==> src/rtl/jtag_tap_driver.sv <==
// jtag_tap_driver: initiator-side sequencer for the virtual JTAG TAP.
// Runs one DR access per command: loads the instruction, walks the TAP
// through capture/shift/exit1/update on a divided tck, and returns the
// tdo bits sampled during the shift as a response word.
module jtag_tap_driver #(
  parameter int IR_LEN   = 4,
  parameter int DR_MAX   = 64,
  parameter int TCK_HALF = 2
) (
  input  logic              clk_50_,
  input  logic              rstn_,
  input  logic              cmd_valid,
  output logic              cmd_ready,
  input  logic [IR_LEN-1:0] cmd_ir,
  input  logic [6:0]        cmd_len,
  input  logic [DR_MAX-1:0] cmd_data,
  output logic              rsp_valid,
  input  logic              rsp_ready,
  output logic [DR_MAX-1:0] rsp_data,
  output logic              tck,
  output logic              tdi,
  input  logic              tdo,
  output logic [IR_LEN-1:0] ir,
  output logic              capture_dr,
  output logic              shift_dr,
  output logic              exit1_dr,
  output logic              update_dr
);

  localparam int CNT_W = (TCK_HALF > 1) ? $clog2(TCK_HALF) : 1;
  localparam int IDX_W = (DR_MAX > 1) ? $clog2(DR_MAX) : 1;
  localparam logic [CNT_W-1:0] CNT_TC  = CNT_W'(TCK_HALF - 1);
  localparam logic [6:0]       LEN_MAX = 7'(DR_MAX);

  typedef enum logic [2:0] {
    ST_IDLE, ST_WAIT, ST_SETIR, ST_CAPTURE,
    ST_SHIFT, ST_EXIT1, ST_UPDATE, ST_RESP
  } state_t;

  state_t            state_r;
  logic [CNT_W-1:0]  div_cnt_r;
  logic              tck_r;
  logic              tdi_r;
  logic [IR_LEN-1:0] ir_r;
  logic [IR_LEN-1:0] ir_lat_r;
  logic [DR_MAX-1:0] data_r;
  logic [DR_MAX-1:0] rsp_data_r;
  logic [6:0]        len_r;
  logic [6:0]        bit_idx_r;
  logic              cmd_ready_r;
  logic              rsp_valid_r;
  logic              capture_r;
  logic              shift_r;
  logic              exit1_r;
  logic              update_r;

  logic              term_s;
  logic              fall_ev_s;
  logic              rise_ev_s;
  logic [6:0]        len_clamp_s;

  // Terminal count of the divider marks the edge where tck toggles.
  assign term_s      = (div_cnt_r == CNT_TC);
  assign fall_ev_s   = term_s & tck_r;
  assign rise_ev_s   = term_s & ~tck_r;
  // Over-long requests are clamped to the register width, not rejected.
  assign len_clamp_s = (cmd_len > LEN_MAX) ? LEN_MAX : cmd_len;

  // Free-running tck divider; keeps toggling even while idle.
  always_ff @(posedge clk_50_) begin
    if (!rstn_) begin
      div_cnt_r <= {CNT_W{1'b0}};
      tck_r     <= 1'b0;
    end else if (term_s) begin
      div_cnt_r <= {CNT_W{1'b0}};
      tck_r     <= ~tck_r;
    end else begin
      div_cnt_r <= div_cnt_r + CNT_W'(1);
    end
  end

  // Access sequencer: TAP-side outputs move on tck fall, tdo sampled on rise.
  always_ff @(posedge clk_50_) begin
    if (!rstn_) begin
      state_r     <= ST_IDLE;
      tdi_r       <= 1'b0;
      ir_r        <= {IR_LEN{1'b0}};
      ir_lat_r    <= {IR_LEN{1'b0}};
      data_r      <= {DR_MAX{1'b0}};
      rsp_data_r  <= {DR_MAX{1'b0}};
      len_r       <= 7'd0;
      bit_idx_r   <= 7'd0;
      cmd_ready_r <= 1'b0;
      rsp_valid_r <= 1'b0;
      capture_r   <= 1'b0;
      shift_r     <= 1'b0;
      exit1_r     <= 1'b0;
      update_r    <= 1'b0;
    end else begin
      case (state_r)
        ST_IDLE: begin
          if (cmd_valid && cmd_ready_r) begin
            ir_lat_r    <= cmd_ir;
            data_r      <= cmd_data;
            len_r       <= len_clamp_s;
            rsp_data_r  <= {DR_MAX{1'b0}};
            cmd_ready_r <= 1'b0;
            state_r     <= ST_WAIT;
          end else begin
            cmd_ready_r <= 1'b1;
          end
        end
        ST_WAIT: begin
          if (fall_ev_s) begin
            ir_r    <= ir_lat_r;
            state_r <= ST_SETIR;
          end
        end
        ST_SETIR: begin
          if (fall_ev_s) begin
            capture_r <= 1'b1;
            state_r   <= ST_CAPTURE;
          end
        end
        ST_CAPTURE: begin
          if (fall_ev_s) begin
            capture_r <= 1'b0;
            if (len_r != 7'd0) begin
              shift_r   <= 1'b1;
              tdi_r     <= data_r[0];
              data_r    <= {1'b0, data_r[DR_MAX-1:1]};
              bit_idx_r <= 7'd0;
              state_r   <= ST_SHIFT;
            end else begin
              exit1_r <= 1'b1;
              state_r <= ST_EXIT1;
            end
          end
        end
        ST_SHIFT: begin
          if (rise_ev_s) begin
            rsp_data_r[bit_idx_r[IDX_W-1:0]] <= tdo;
          end else if (fall_ev_s) begin
            if (bit_idx_r == (len_r - 7'd1)) begin
              shift_r <= 1'b0;
              tdi_r   <= 1'b0;
              exit1_r <= 1'b1;
              state_r <= ST_EXIT1;
            end else begin
              bit_idx_r <= bit_idx_r + 7'd1;
              tdi_r     <= data_r[0];
              data_r    <= {1'b0, data_r[DR_MAX-1:1]};
            end
          end
        end
        ST_EXIT1: begin
          if (fall_ev_s) begin
            exit1_r  <= 1'b0;
            update_r <= 1'b1;
            state_r  <= ST_UPDATE;
          end
        end
        ST_UPDATE: begin
          if (fall_ev_s) begin
            update_r    <= 1'b0;
            rsp_valid_r <= 1'b1;
            state_r     <= ST_RESP;
          end
        end
        ST_RESP: begin
          if (rsp_ready) begin
            rsp_valid_r <= 1'b0;
            cmd_ready_r <= 1'b1;
            state_r     <= ST_IDLE;
          end
        end
        default: begin
          state_r     <= ST_IDLE;
          tdi_r       <= 1'b0;
          cmd_ready_r <= 1'b0;
          rsp_valid_r <= 1'b0;
          capture_r   <= 1'b0;
          shift_r     <= 1'b0;
          exit1_r     <= 1'b0;
          update_r    <= 1'b0;
        end
      endcase
    end
  end

  assign cmd_ready  = cmd_ready_r;
  assign rsp_valid  = rsp_valid_r;
  assign rsp_data   = rsp_data_r;
  assign tck        = tck_r;
  assign tdi        = tdi_r;
  assign ir         = ir_r;
  assign capture_dr = capture_r;
  assign shift_dr   = shift_r;
  assign exit1_dr   = exit1_r;
  assign update_dr  = update_r;

endmodule

==> config.mk <==
export PLATFORM = sky130hd
export DESIGN_NAME = jtag_tap_driver
export DESIGN_NICKNAME = d
export VERILOG_FILES = /design/src/rtl/jtag_tap_driver.sv
export SDC_FILE = /design/constraint.sdc
export NUM_CORES = 1
export LEC_CHECK = 0
export CORE_MARGIN = 2
export CORE_UTILIZATION = 57
export DETAILED_ROUTE_END_ITERATION = 6
export PLACE_DENSITY = 0.93
export SETUP_SLACK_MARGIN = 0.1
export SYNTH_ARGS = -nofsm -noshare
export SYNTH_HDL_FRONTEND = slang
export SYNTH_SLANG_ARGS = --single-unit
export TNS_END_PERCENT = 1
==> constraint.sdc <==
create_clock -name clk_50_ -period 4.8 [get_ports clk_50_]
set_input_delay 0.72 -clock clk_50_ [delete_from_list [all_inputs] [get_ports clk_50_]]
set_output_delay 0.72 -clock clk_50_ [all_outputs]
set_load 0.02 [all_outputs]
==> results of run 1 <==
-- metal layers --
layer	GRT usage	up-vias	wire (um)
li1	-	3541	-
met1	0.366	3526	9310
met2	0.449	326	10400
met3	0.0710	39	1720
met4	0.0959	0	403
met5	0	-	0
-- state kept, by name, indices dropped and copies added (netlist names), 3 cells and up --
signal and count:
state_r 3, len_r 7, rsp_data 64, ir 4
ir_lat_r 4, data_r 64, bit_idx_r 7
-- logic make-up (layout without fill, tap and decap cells) --
logic type | count (synthesis) | after routing
fa+ha+maj | 7 | 7
simple gates | 188 | 188
flops | 162 | 162
xor+xnor | 10 | 10
buf+inv | 108 | 212
compound gates | 369 | 369
mux | 75 | 75
-- path summary, 6_finish.rpt --
kind,endpoint,depth (start not counted)
worst max-delay path,data_r[30]$_SDFFE_PN0P_,8
worst min-delay path,update_dr$_SDFFE_PN0P_,2
worst max register to register,data_r[30]$_SDFFE_PN0P_,8
worst min register to register,update_dr$_SDFFE_PN0P_,2
-- final cells by class --
type	instances	area [sq um]	share of cell area
multi-input combinational	649	4480	0.438
timing repair buffer	171	1670	0.163
sequential	162	3240	0.317
clock inverter	9	80.1	0.00784
tap	180	225	0.0220
clock buffer	23	488	0.0478
inverter	9	33.8	0.00331
-- power groups by stage --
| stage | Sequential (mW) | Clock [mW] | Combinational (mW) |
|---|---|---|---|
| finish | 1.67 | 1.30 | 1.37 |
| global route | 1.69 | 1.37 | 1.50 |
| CTS | 1.67 | 1.31 | 1.37 |
| detailed placement | 1.70 | 0 | 1.35 |
| global placement | 1.68 | 0 | 1.31 |
| floorplan | 1.67 | 0 | 1.15 |
-- cell usage in the layout (no fill, tap or decap), types with 23 or more instances in the layout --
cell / count
o211ai_1: 68
dfxtp_1: 162
o21ai_0: 69
mux2i_1: 75
clkdlybuf4s50_1: 154
nand2_1: 95
o211a_1: 64
a21oi_1: 82
nor2b_1: 23
a21boi_0: 70
-- metrics by stage --
| step | setup WS [ns] | utilization | hold WS [ns] |
|---|---|---|---|
| 3_3_place_gp | 1.97 | 0.692 | 0.432 |
| 2_1_floorplan | 2.61 | - | 0.428 |
| 6_report | 1.84 | 0.733 | 0.440 |
| 4_1_cts | 1.90 | 0.733 | 0.444 |
| 3_5_place_dp | 1.90 | 0.692 | 0.435 |
| 5_1_grt | 1.67 | 0.733 | 0.468 |
-- worst min-delay path: stages, from the launching register on --
cell,delay (ns)
dfxtp_1,0.31
inv_1,0.05
a21oi_1,0.05
==> flow_summary_export.csv, run 1 <==
group,metric,value,unit
clocking,clkTransAtPathRegs,0.06,ns
floorplanning,core-area,13900,sq um
timing,period_share,0.616,
cells_and_area,insertedDiodeCount,0,
timing,clock_skew,0.00799,ns
placed_design,place.detailed.hpwl,13.3,mm
worst_setup_path,critical-path-top-delay-family,"buffers and inverters",
worst_setup_path,ff2ff_setup_slack,1.84,ns
clocking,cts.sinks,162,
clocking,postCtsSetupRepairBufs,0,
synthesis,synth_edf_count,0,
synthesis,synth_top_family_by_area,"compound AO/OA/AOI/OAI gates",
placed_design,place_area,9650,sq um
timing,hold_viol_final,0,
worst_setup_path,crit_chain,"inv_1 > ha_1 > and2_1 > nor2_4 > buf_4 > mux2i_1 > o211ai_1 > o211a_1",
placed_design,dp_cells,1171,
pwr,power.switching,1.41,mW
grt,antenna_found_initial,0,
clocking,cts_resized,0,
cells_and_area,fin_area,10200,sq um
floorplanning,start_util,0.586,
timing,setup-tns-final,0,ns
timing,setup_violations,0,
pwr,p_leak,4.57,nW
worst_setup_path,path_buf_inv,2,
clocking,cts_buffer_depth,2,
placed_design,place.gp.congestion,0.801,
cells_and_area,final_cells,1203,
routing,dr_total_vias,7432,
worst_setup_path,worstPathRequired,5.11,ns
pwr,comb_power_share,0.317,
floorplanning,fp-row-count,43,
cells_and_area,nFillCells,965,
synthesis,synth_fa_ha_area_frac,0.0107,
synthesis,yosysUniqueCellTypes,46,
synthesis,ys_warn_count,0,
routing,drt-initial-drc-count,764,
pwr,intPower,2.93,mW
pwr,irDropWorstVdd,0.256,mV
clocking,ctsHoldBuffers,0,
grt,grt_pass1_vias,6807,
grt,grt_max_degree,101,
synthesis,netlist_instances,919,
cells_and_area,area_delta_synth_final,25.1,%
clocking,numCtsBuffers,17,
grt,grt_use_total,0.279,
floorplanning,pin_count,156,
synthesis,synthFlopType,"dfxtp_1",
worst_setup_path,slowest_delay,0.78,ns
synthesis,synth-compound-area-share,0.314,
cells_and_area,drive_gt1_frac,0.0577,
floorplanning,die_y,124,um
synthesis,syn-cell-area,8160,sq um
routing,dr.pass1.iters,6,
timing,tightest_slew,1.06,ns
job,max_cap_violations,0,
timing,period_minus_slack,2.96,ns
routing,wl,21.9,mm
routing,route.detailed.drc,0,
synthesis,syn-num-nets,1006,
synthesis,synth-simple-area-share,0.117,
synthesis,ys_seq_area_frac,0.397,
worst_setup_path,cp-start-kind,"flop",
routing,via_per_inst,6.18,
grt,grt_pass1_wl,33.8,mm
worst_setup_path,critPathMaxFanout,64,
timing,slew_headroom,0.297,
synthesis,synth_top_cell_by_area,"dfxtp_1",
pwr,swShare,0.325,
worst_setup_path,crit_slowest_cell,"buf_4",
placed_design,io_buffers,155,
synthesis,synth_mux_area_frac,0.0920,
clocking,cts_max_level,4,
clocking,cts_tree,"done",
timing,rsz0062_at_grt,"no",
synthesis,synth_most_common_cell,"dfxtp_1",
worst_setup_path,cp.arrival,3.27,ns
routing,wire_per_inst,18.2,um
synthesis,syn_area_per_cell,8.88,sq um
cells_and_area,num-nets-final,1097,
floorplanning,die_w,124,um
worst_hold_path,hp-start,"update_dr$_SDFFE_PN0P_",
synthesis,async_flop_share,0,
worst_setup_path,endpoint_kind,"flop",
worst_setup_path,crit_type,"reg -> reg",
synthesis,synth_xor_area_frac,0.0107,
pwr,seqPwrFrac,0.385,
pwr,total_power,4.34,mW
clocking,cts-root-buf,"clkbuf_16",
synthesis,synthTopCellsByCount,"dfxtp_1 (162), nand2_1 (96), a21oi_1 (82)",
worst_hold_path,min_path_type,"reg -> reg",
floorplanning,die_area,15300,sq um
synthesis,yosys-top-cells-area,"dfxtp_1 (40%), mux2i_1 (9.2%), o211a_1 (7.8%)",
outcome,outcome,"completed",
timing,maxSlewViolCount,0,
worst_setup_path,crit_start,"state_r[0]$_SDFFE_PN0P_",
timing,fmax,338,MHz
grt,grt-ovfl-total,0,
synthesis,ys_ff_latch,162,
synthesis,synth.top_cell.area_share,0.397,
pwr,p_clk_frac,0.298,
worst_setup_path,r2r-start,"state_r[0]$_SDFFE_PN0P_",
routing,ant_nets,0,
clocking,worstSkewPairLatency,0.43,ns
pwr,powerDensity,425,nW/um^2
(Power assumes the default switching activity.)
==> inputs of run 2 (changes only) <==
--- a/config.mk
+++ b/config.mk
@@ -6,9 +6,9 @@
 export NUM_CORES = 1
 export LEC_CHECK = 0
 export CORE_MARGIN = 2
-export CORE_UTILIZATION = 57
+export CORE_UTILIZATION = 47
 export DETAILED_ROUTE_END_ITERATION = 6
-export PLACE_DENSITY = 0.93
+export PLACE_DENSITY = 0.83
 export SETUP_SLACK_MARGIN = 0.1
 export SYNTH_ARGS = -nofsm -noshare
 export SYNTH_HDL_FRONTEND = slang
==> constraint.sdc (replaced) <==
create_clock -name clk_50_ -period 2.6 [get_ports clk_50_]
set_input_delay 0.39 -clock clk_50_ [delete_from_list [all_inputs] [get_ports clk_50_]]
set_output_delay 0.39 -clock clk_50_ [all_outputs]
set_load 0.02 [all_outputs]
==> run 2 against run 1 <==
  * Clock-buffer cell count down 6
  * Via count up 1.6%
  * Sequential power up 84%
  * Setup slack worse by 1.6 ns
  * Critical endpoint is now data_r[20]$_SDFFE_PN0P_
  * First-iteration DRC count down 25%
  * Largest power group unchanged
  * Clock skew up 0.0055 ns
  * Routed wire length up 3.2%
  * Hold slack worse by 0.024 ns
  * Power up 93%
  * Register-to-register slack worse by 1.6 ns
==> flow_summary_export.csv, run 2 (same netlist as run 1, synthesis figures left out) <==
group,metric,value,unit
outcome,outcome,"completed",
floorplanning,die_w,136,um
pwr,total_power,8.40,mW
worst_setup_path,ff2ff_setup_slack,0.26,ns
worst_setup_path,path_buf_inv,3,
timing,period_share,0.899,
clocking,cts.sinks,162,
routing,dr_total_vias,7549,
clocking,clkTransAtPathRegs,0.06,ns
timing,period_minus_slack,2.34,ns
routing,wire_per_inst,17.6,um
routing,via_per_inst,5.89,
clocking,cts_max_level,4,
worst_setup_path,crit_slowest_cell,"dfxtp_1",
timing,fmax,428,MHz
worst_setup_path,endpoint_kind,"flop",
cells_and_area,num-nets-final,1130,
worst_hold_path,min_path_cells,3,
worst_setup_path,rr_endpoint,"data_r[20]$_SDFFE_PN0P_",
worst_setup_path,critical-path-top-delay-family,"compound AO/OA/AOI/OAI gates",
grt,grt_max_degree,79,
timing,hold_viol_final,0,
timing,fin_ws,0.263,ns
cells_and_area,insertedDiodeCount,0,
worst_setup_path,cp.arrival,2.72,ns
floorplanning,die_area,18400,sq um
clocking,cts-root-buf,"clkbuf_16",
grt,grt_use_total,0.243,
worst_setup_path,cp-start-kind,"flop",
worst_setup_path,critPathMaxFanout,27,
routing,drt-initial-drc-count,575,
placed_design,place.gp.congestion,0.843,
clocking,cts_tree,"done",
clocking,numCtsBuffers,17,
placed_design,io_buffers,155,
worst_setup_path,crit_chain,"inv_1 > ha_1 > xnor2_1 > a2111oi_2 > nand4_1 > buf_12 > buf_4 > o211ai_1 > o211a_1",
worst_hold_path,min_path_type,"in -> reg",
grt,grt-ovfl-total,0,
cells_and_area,mostFrequentLayoutCells,"dfxtp_1 (162), clkdlybuf4s50_1 (154), nand2_1 (95)",
cells_and_area,layout.cells.most_common,"dfxtp_1",
clocking,ctsHoldBuffers,0,
pwr,powerDensity,787,nW/um^2
clocking,postCtsSetupRepairBufs,0,
cells_and_area,finish.utilization,0.624,
routing,dr.pass1.iters,5,
pwr,p_leak,4.81,nW
timing,rsz0062_at_grt,"no",
grt,antenna_found_initial,0,
floorplanning,pin_count,156,
pwr,irDropWorstVdd,0.614,mV
timing,setup-tns-final,0,ns
routing,wl,22.6,mm
timing,maxSlewViolCount,0,
floorplanning,fp-row-count,48,
worst_setup_path,r2r-start,"len_r[0]$_SDFFE_PN0P_",
clocking,worstSkewPairLatency,0.44,ns
timing,slew_headroom,0.564,
placed_design,place.detailed.hpwl,13.9,mm
grt,grt_pass1_wl,36.0,mm
routing,route.detailed.drc,0,
worst_setup_path,crit_start,"len_r[0]$_SDFFE_PN0P_",
timing,fin_worst_hold_slack,0.416,ns
floorplanning,die_y,136,um
timing,tightest_slew,0.653,ns
worst_setup_path,slowest_delay,0.38,ns
cells_and_area,area_delta_synth_final,30.7,%
worst_setup_path,reg2reg_depth,9,
timing,setup_violations,0,
timing,clock_skew,0.0135,ns
job,max_cap_violations,0,
worst_setup_path,crit_type,"reg -> reg",
placed_design,pre_cts_slack,0.185,ns
worst_hold_path,holdPathEnd,"cmd_ready$_SDFFE_PN0P_",
grt,grt_pass1_vias,7081,
worst_setup_path,worstPathRequired,2.98,ns
clocking,cts_resized,0,
floorplanning,start_util,0.477,
worst_hold_path,hp-start,"rstn_",
floorplanning,core-area,17100,sq um
routing,ant_nets,0,
cells_and_area,drive_gt1_frac,0.0890,
clocking,cts_buffer_depth,2,
run 2: routing by layer:
metal  part of all wire  wire, um  global-route usage
met1               0.45     10100               0.333
met2               0.46     10500               0.380
met3              0.071      1600              0.0468
met4              0.019       437              0.0885
met5                  0         0                   0
run 2: tightest hold or removal path: cells and delay by family:
kind | cells | cell delay (ns)
and+or+nand+nor | 2 | 0.14
buffers and inverters | 1 | 0.25
run 2: per-stage QoR:
stage	std cells	instance area, sq um
2_1_floorplan	919	8160
4_1_cts	1279	10600
5_1_grt	1281	10700
6_report	1281	10700
3_3_place_gp	1247	10000
3_5_place_dp	1247	10000
run 2: area by class of cell:
cell class / count / area [sq um]
Clock buffer: 17 / 425
Clock inverter: 15 / 190
Fill cell: 1444 / 6440
Inverter: 9 / 33.8
Multi-Input combinational cell: 649 / 4480
Sequential cell: 162 / 3240
Tap cell: 225 / 282
Timing Repair Buffer: 204 / 2020
run 2: worst max-delay path by stage:
stage	cells past startpoint	slack (ns)	endpoint
2_1_floorplan	10	0.41	data_r[45]$_SDFFE_PN0P_
3_3_place_gp	9	0.31	data_r[56]$_SDFFE_PN0P_
3_5_place_dp	9	0.19	data_r[20]$_SDFFE_PN0P_
4_1_cts	9	0.18	data_r[20]$_SDFFE_PN0P_
5_1_grt	6	0.11	rsp_data[13]$_SDFFE_PN0P_
6_report	9	0.26	data_r[20]$_SDFFE_PN0P_
run 2: power breakdown:
group          internal, mW  switching, mW
clock network          1.54           1.12
logic                  1.23           1.44
registers              2.87          0.207
total                  5.64           2.76
==> inputs of run 3 (changes only) <==
--- a/config.mk
+++ b/config.mk
@@ -5,7 +5,6 @@
 export SDC_FILE = /design/constraint.sdc
 export NUM_CORES = 1
 export LEC_CHECK = 0
-export CORE_MARGIN = 2
 export CORE_UTILIZATION = 47
 export DETAILED_ROUTE_END_ITERATION = 6
 export PLACE_DENSITY = 0.83
@@ -13,4 +12,4 @@
 export SYNTH_ARGS = -nofsm -noshare
 export SYNTH_HDL_FRONTEND = slang
 export SYNTH_SLANG_ARGS = --single-unit
-export TNS_END_PERCENT = 1
+export TNS_END_PERCENT = 100
==> constraint.sdc (replaced) <==
create_clock -name clk_50_ -period 2.1 [get_ports clk_50_]
set_input_delay 0.315 -clock clk_50_ [delete_from_list [all_inputs] [get_ports clk_50_]]
set_output_delay 0.315 -clock clk_50_ [all_outputs]
set_load 0.02 [all_outputs]
==> run 3 against run 2 <==
  * First-iteration DRC count rose by 63%
  * Combinational power grew 80%
  * Hold slack got worse by 0.10 ns
  * Setup slack lost 0.54 ns
  * Clock skew shrank 0.0041 ns
  * Highest routed layer unchanged
  * Utilization is 7.0 points higher
  * Critical endpoint is now bit_idx_r[2]$_SDFFE_PN0P_
  * The flow now finishes with violations (DRC, setup timing)
==> flow_summary_export.csv, run 3 (same netlist as run 1, synthesis figures left out) <==
group,metric,value,unit
worst_setup_path,reg2reg_depth,9,
routing,via_per_inst,6.16,
timing,fmax,421,MHz
outcome,outcome,"finished, violations left",
floorplanning,core-area,16800,sq um
floorplanning,start_util,0.487,
placed_design,dp_cells,1259,
timing,setup_violations,72,
floorplanning,die_y,134,um
worst_setup_path,crit_type,"reg -> reg",
timing,fin_worst_hold_slack,0.316,ns
worst_setup_path,crit_start,"len_r[0]$_SDFFE_PN0P_",
timing,fin_ws,-0.275,ns
worst_hold_path,min_path_type,"in -> reg",
timing,slew_headroom,0.640,
clocking,numCtsBuffers,17,
cells_and_area,mostFrequentLayoutCells,"dfxtp_1 (155), clkdlybuf4s50_1 (154), nand2_1 (94)",
worst_setup_path,critical-path-top-delay-family,"compound AO/OA/AOI/OAI gates",
cells_and_area,multiInputGateArea,4710,sq um
timing,hold_viol_final,0,
job,max_cap_violations,0,
timing,rsz0062_at_grt,"yes",
grt,grt_pass1_wl,40.6,mm
routing,drt-initial-drc-count,939,
worst_setup_path,rr_endpoint,"bit_idx_r[2]$_SDFFE_PN0P_",
cells_and_area,finish.utilization,0.693,
worst_setup_path,path_buf_inv,3,
grt,antenna_found_initial,0,
clocking,cts_tree,"done",
cells_and_area,num-nets-final,1184,
clocking,cts-root-buf,"clkbuf_16",
timing,maxSlewViolCount,0,
worst_setup_path,crit_chain,"inv_2 > ha_4 > xnor2_4 > a2111oi_4 > nand4_1 > buf_6 > buf_6 > o211ai_1 > mux2i_1",
timing,period_minus_slack,2.37,ns
floorplanning,die_area,17900,sq um
timing,period_share,1.13,
grt,grt_pass1_vias,7685,
grt,grt_use_total,0.288,
worst_setup_path,crit_slowest_cell,"a2111oi_4",
cells_and_area,area_delta_synth_final,42.3,%
timing,setup-tns-final,-12.96,ns
pwr,p_leak,5.24,nW
outcome,violations,"DRC, setup timing",
worst_setup_path,ff2ff_setup_slack,-0.27,ns
cells_and_area,layout.cells.most_common,"dfxtp_1",
cells_and_area,drive_gt1_frac,0.167,
routing,dr.pass1.iters,7,
worst_setup_path,endpoint_kind,"flop",
cells_and_area,final_cells,1330,
routing,ant_nets,0,
routing,wl,27.3,mm
pwr,powerDensity,1000,nW/um^2
clocking,worstSkewPairLatency,0.43,ns
pwr,total_power,11.7,mW
worst_setup_path,cp.arrival,2.72,ns
placed_design,io_buffers,155,
placed_design,place.detailed.hpwl,14.6,mm
timing,tightest_slew,0.538,ns
worst_setup_path,slowest_delay,0.40,ns
worst_setup_path,worstPathRequired,2.45,ns
placed_design,place_area,10300,sq um
clocking,cts.sinks,162,
clocking,cts_buffer_depth,2,
routing,dr_total_vias,8188,
floorplanning,fp-row-count,47,
worst_setup_path,critPathMaxFanout,5,
placed_design,place.gp.congestion,0.848,
worst_setup_path,cp-start-kind,"flop",
pwr,irDropWorstVdd,0.798,mV
cells_and_area,register_area,3260,sq um
worst_setup_path,path_common_cell,"buf_6",
worst_setup_path,path_depth,9,
cells_and_area,fin_area,11600,sq um
clocking,clkTransAtPathRegs,0.06,ns
routing,wire_per_inst,20.6,um
worst_setup_path,r2r-start,"len_r[0]$_SDFFE_PN0P_",
grt,grt-ovfl-total,0,
clocking,cts_max_level,4,
routing,route.detailed.drc,2,
grt,grt_max_degree,68,
cells_and_area,nFillCells,1206,
placed_design,pre_cts_slack,-0.0764,ns
worst_setup_path,crit_end,"bit_idx_r[2]$_SDFFE_PN0P_",
floorplanning,die_w,134,um
cells_and_area,insertedDiodeCount,0,
floorplanning,pin_count,156,
timing,clock_skew,0.00938,ns
run 3: power by group:
group | internal, mW | switching (mW)
Sequential | 3.57 | 0.307
Combinational | 2.46 | 2.32
Clock | 1.69 | 1.31
Total | 7.72 | 3.93
run 3: how the worst min path moves through the flow:
stage / startpoint / endpoint / slack, ns / cells after the start
floorplan: data_r[63]$_SDFFE_PN0P_ / data_r[63]$_SDFFE_PN0P_ / 0.43 / 2
global placement: data_r[63]$_SDFFE_PN0P_ / data_r[63]$_SDFFE_PN0P_ / 0.44 / 2
detailed placement: data_r[63]$_SDFFE_PN0P_ / data_r[63]$_SDFFE_PN0P_ / 0.44 / 2
CTS: rstn_ / cmd_ready$_SDFFE_PN0P_ / 0.31 / 3
global route: rstn_ / cmd_ready$_SDFFE_PN0P_ / 0.33 / 3
finish: rstn_ / cmd_ready$_SDFFE_PN0P_ / 0.32 / 3
run 3: cell type report:
cell class                 instances  area share
multi-input combinational        649       0.405
clock inverter                    12     0.00937
sequential                       162       0.280
timing repair buffer             258       0.239
inverter                           9     0.00312
clock buffer                      20      0.0393
tap                              220      0.0237
run 3: worst min-delay path, cell delays in order:
cell and delay (ns):
buf_4 0.23, nand2_1 0.10, nor2_1 0.03
run 3: layer usage:
layer | GRT usage | vias up | wire [um]
met5 | 0 | - | 0
met2 | 0.479 | 429 | 13400
met1 | 0.359 | 3957 | 10700
met3 | 0.0590 | 88 | 2240
met4 | 0.129 | 0 | 1010
li1 | - | 3714 | -
run 3: what timing repair did:
item	4_1_cts	5_1_grt
hold buffers	0	0
resized for setup	34	37
pin swaps	11	25
buffers inserted	13	13
endpoints found under the setup margin	87	83
cloned	9	6
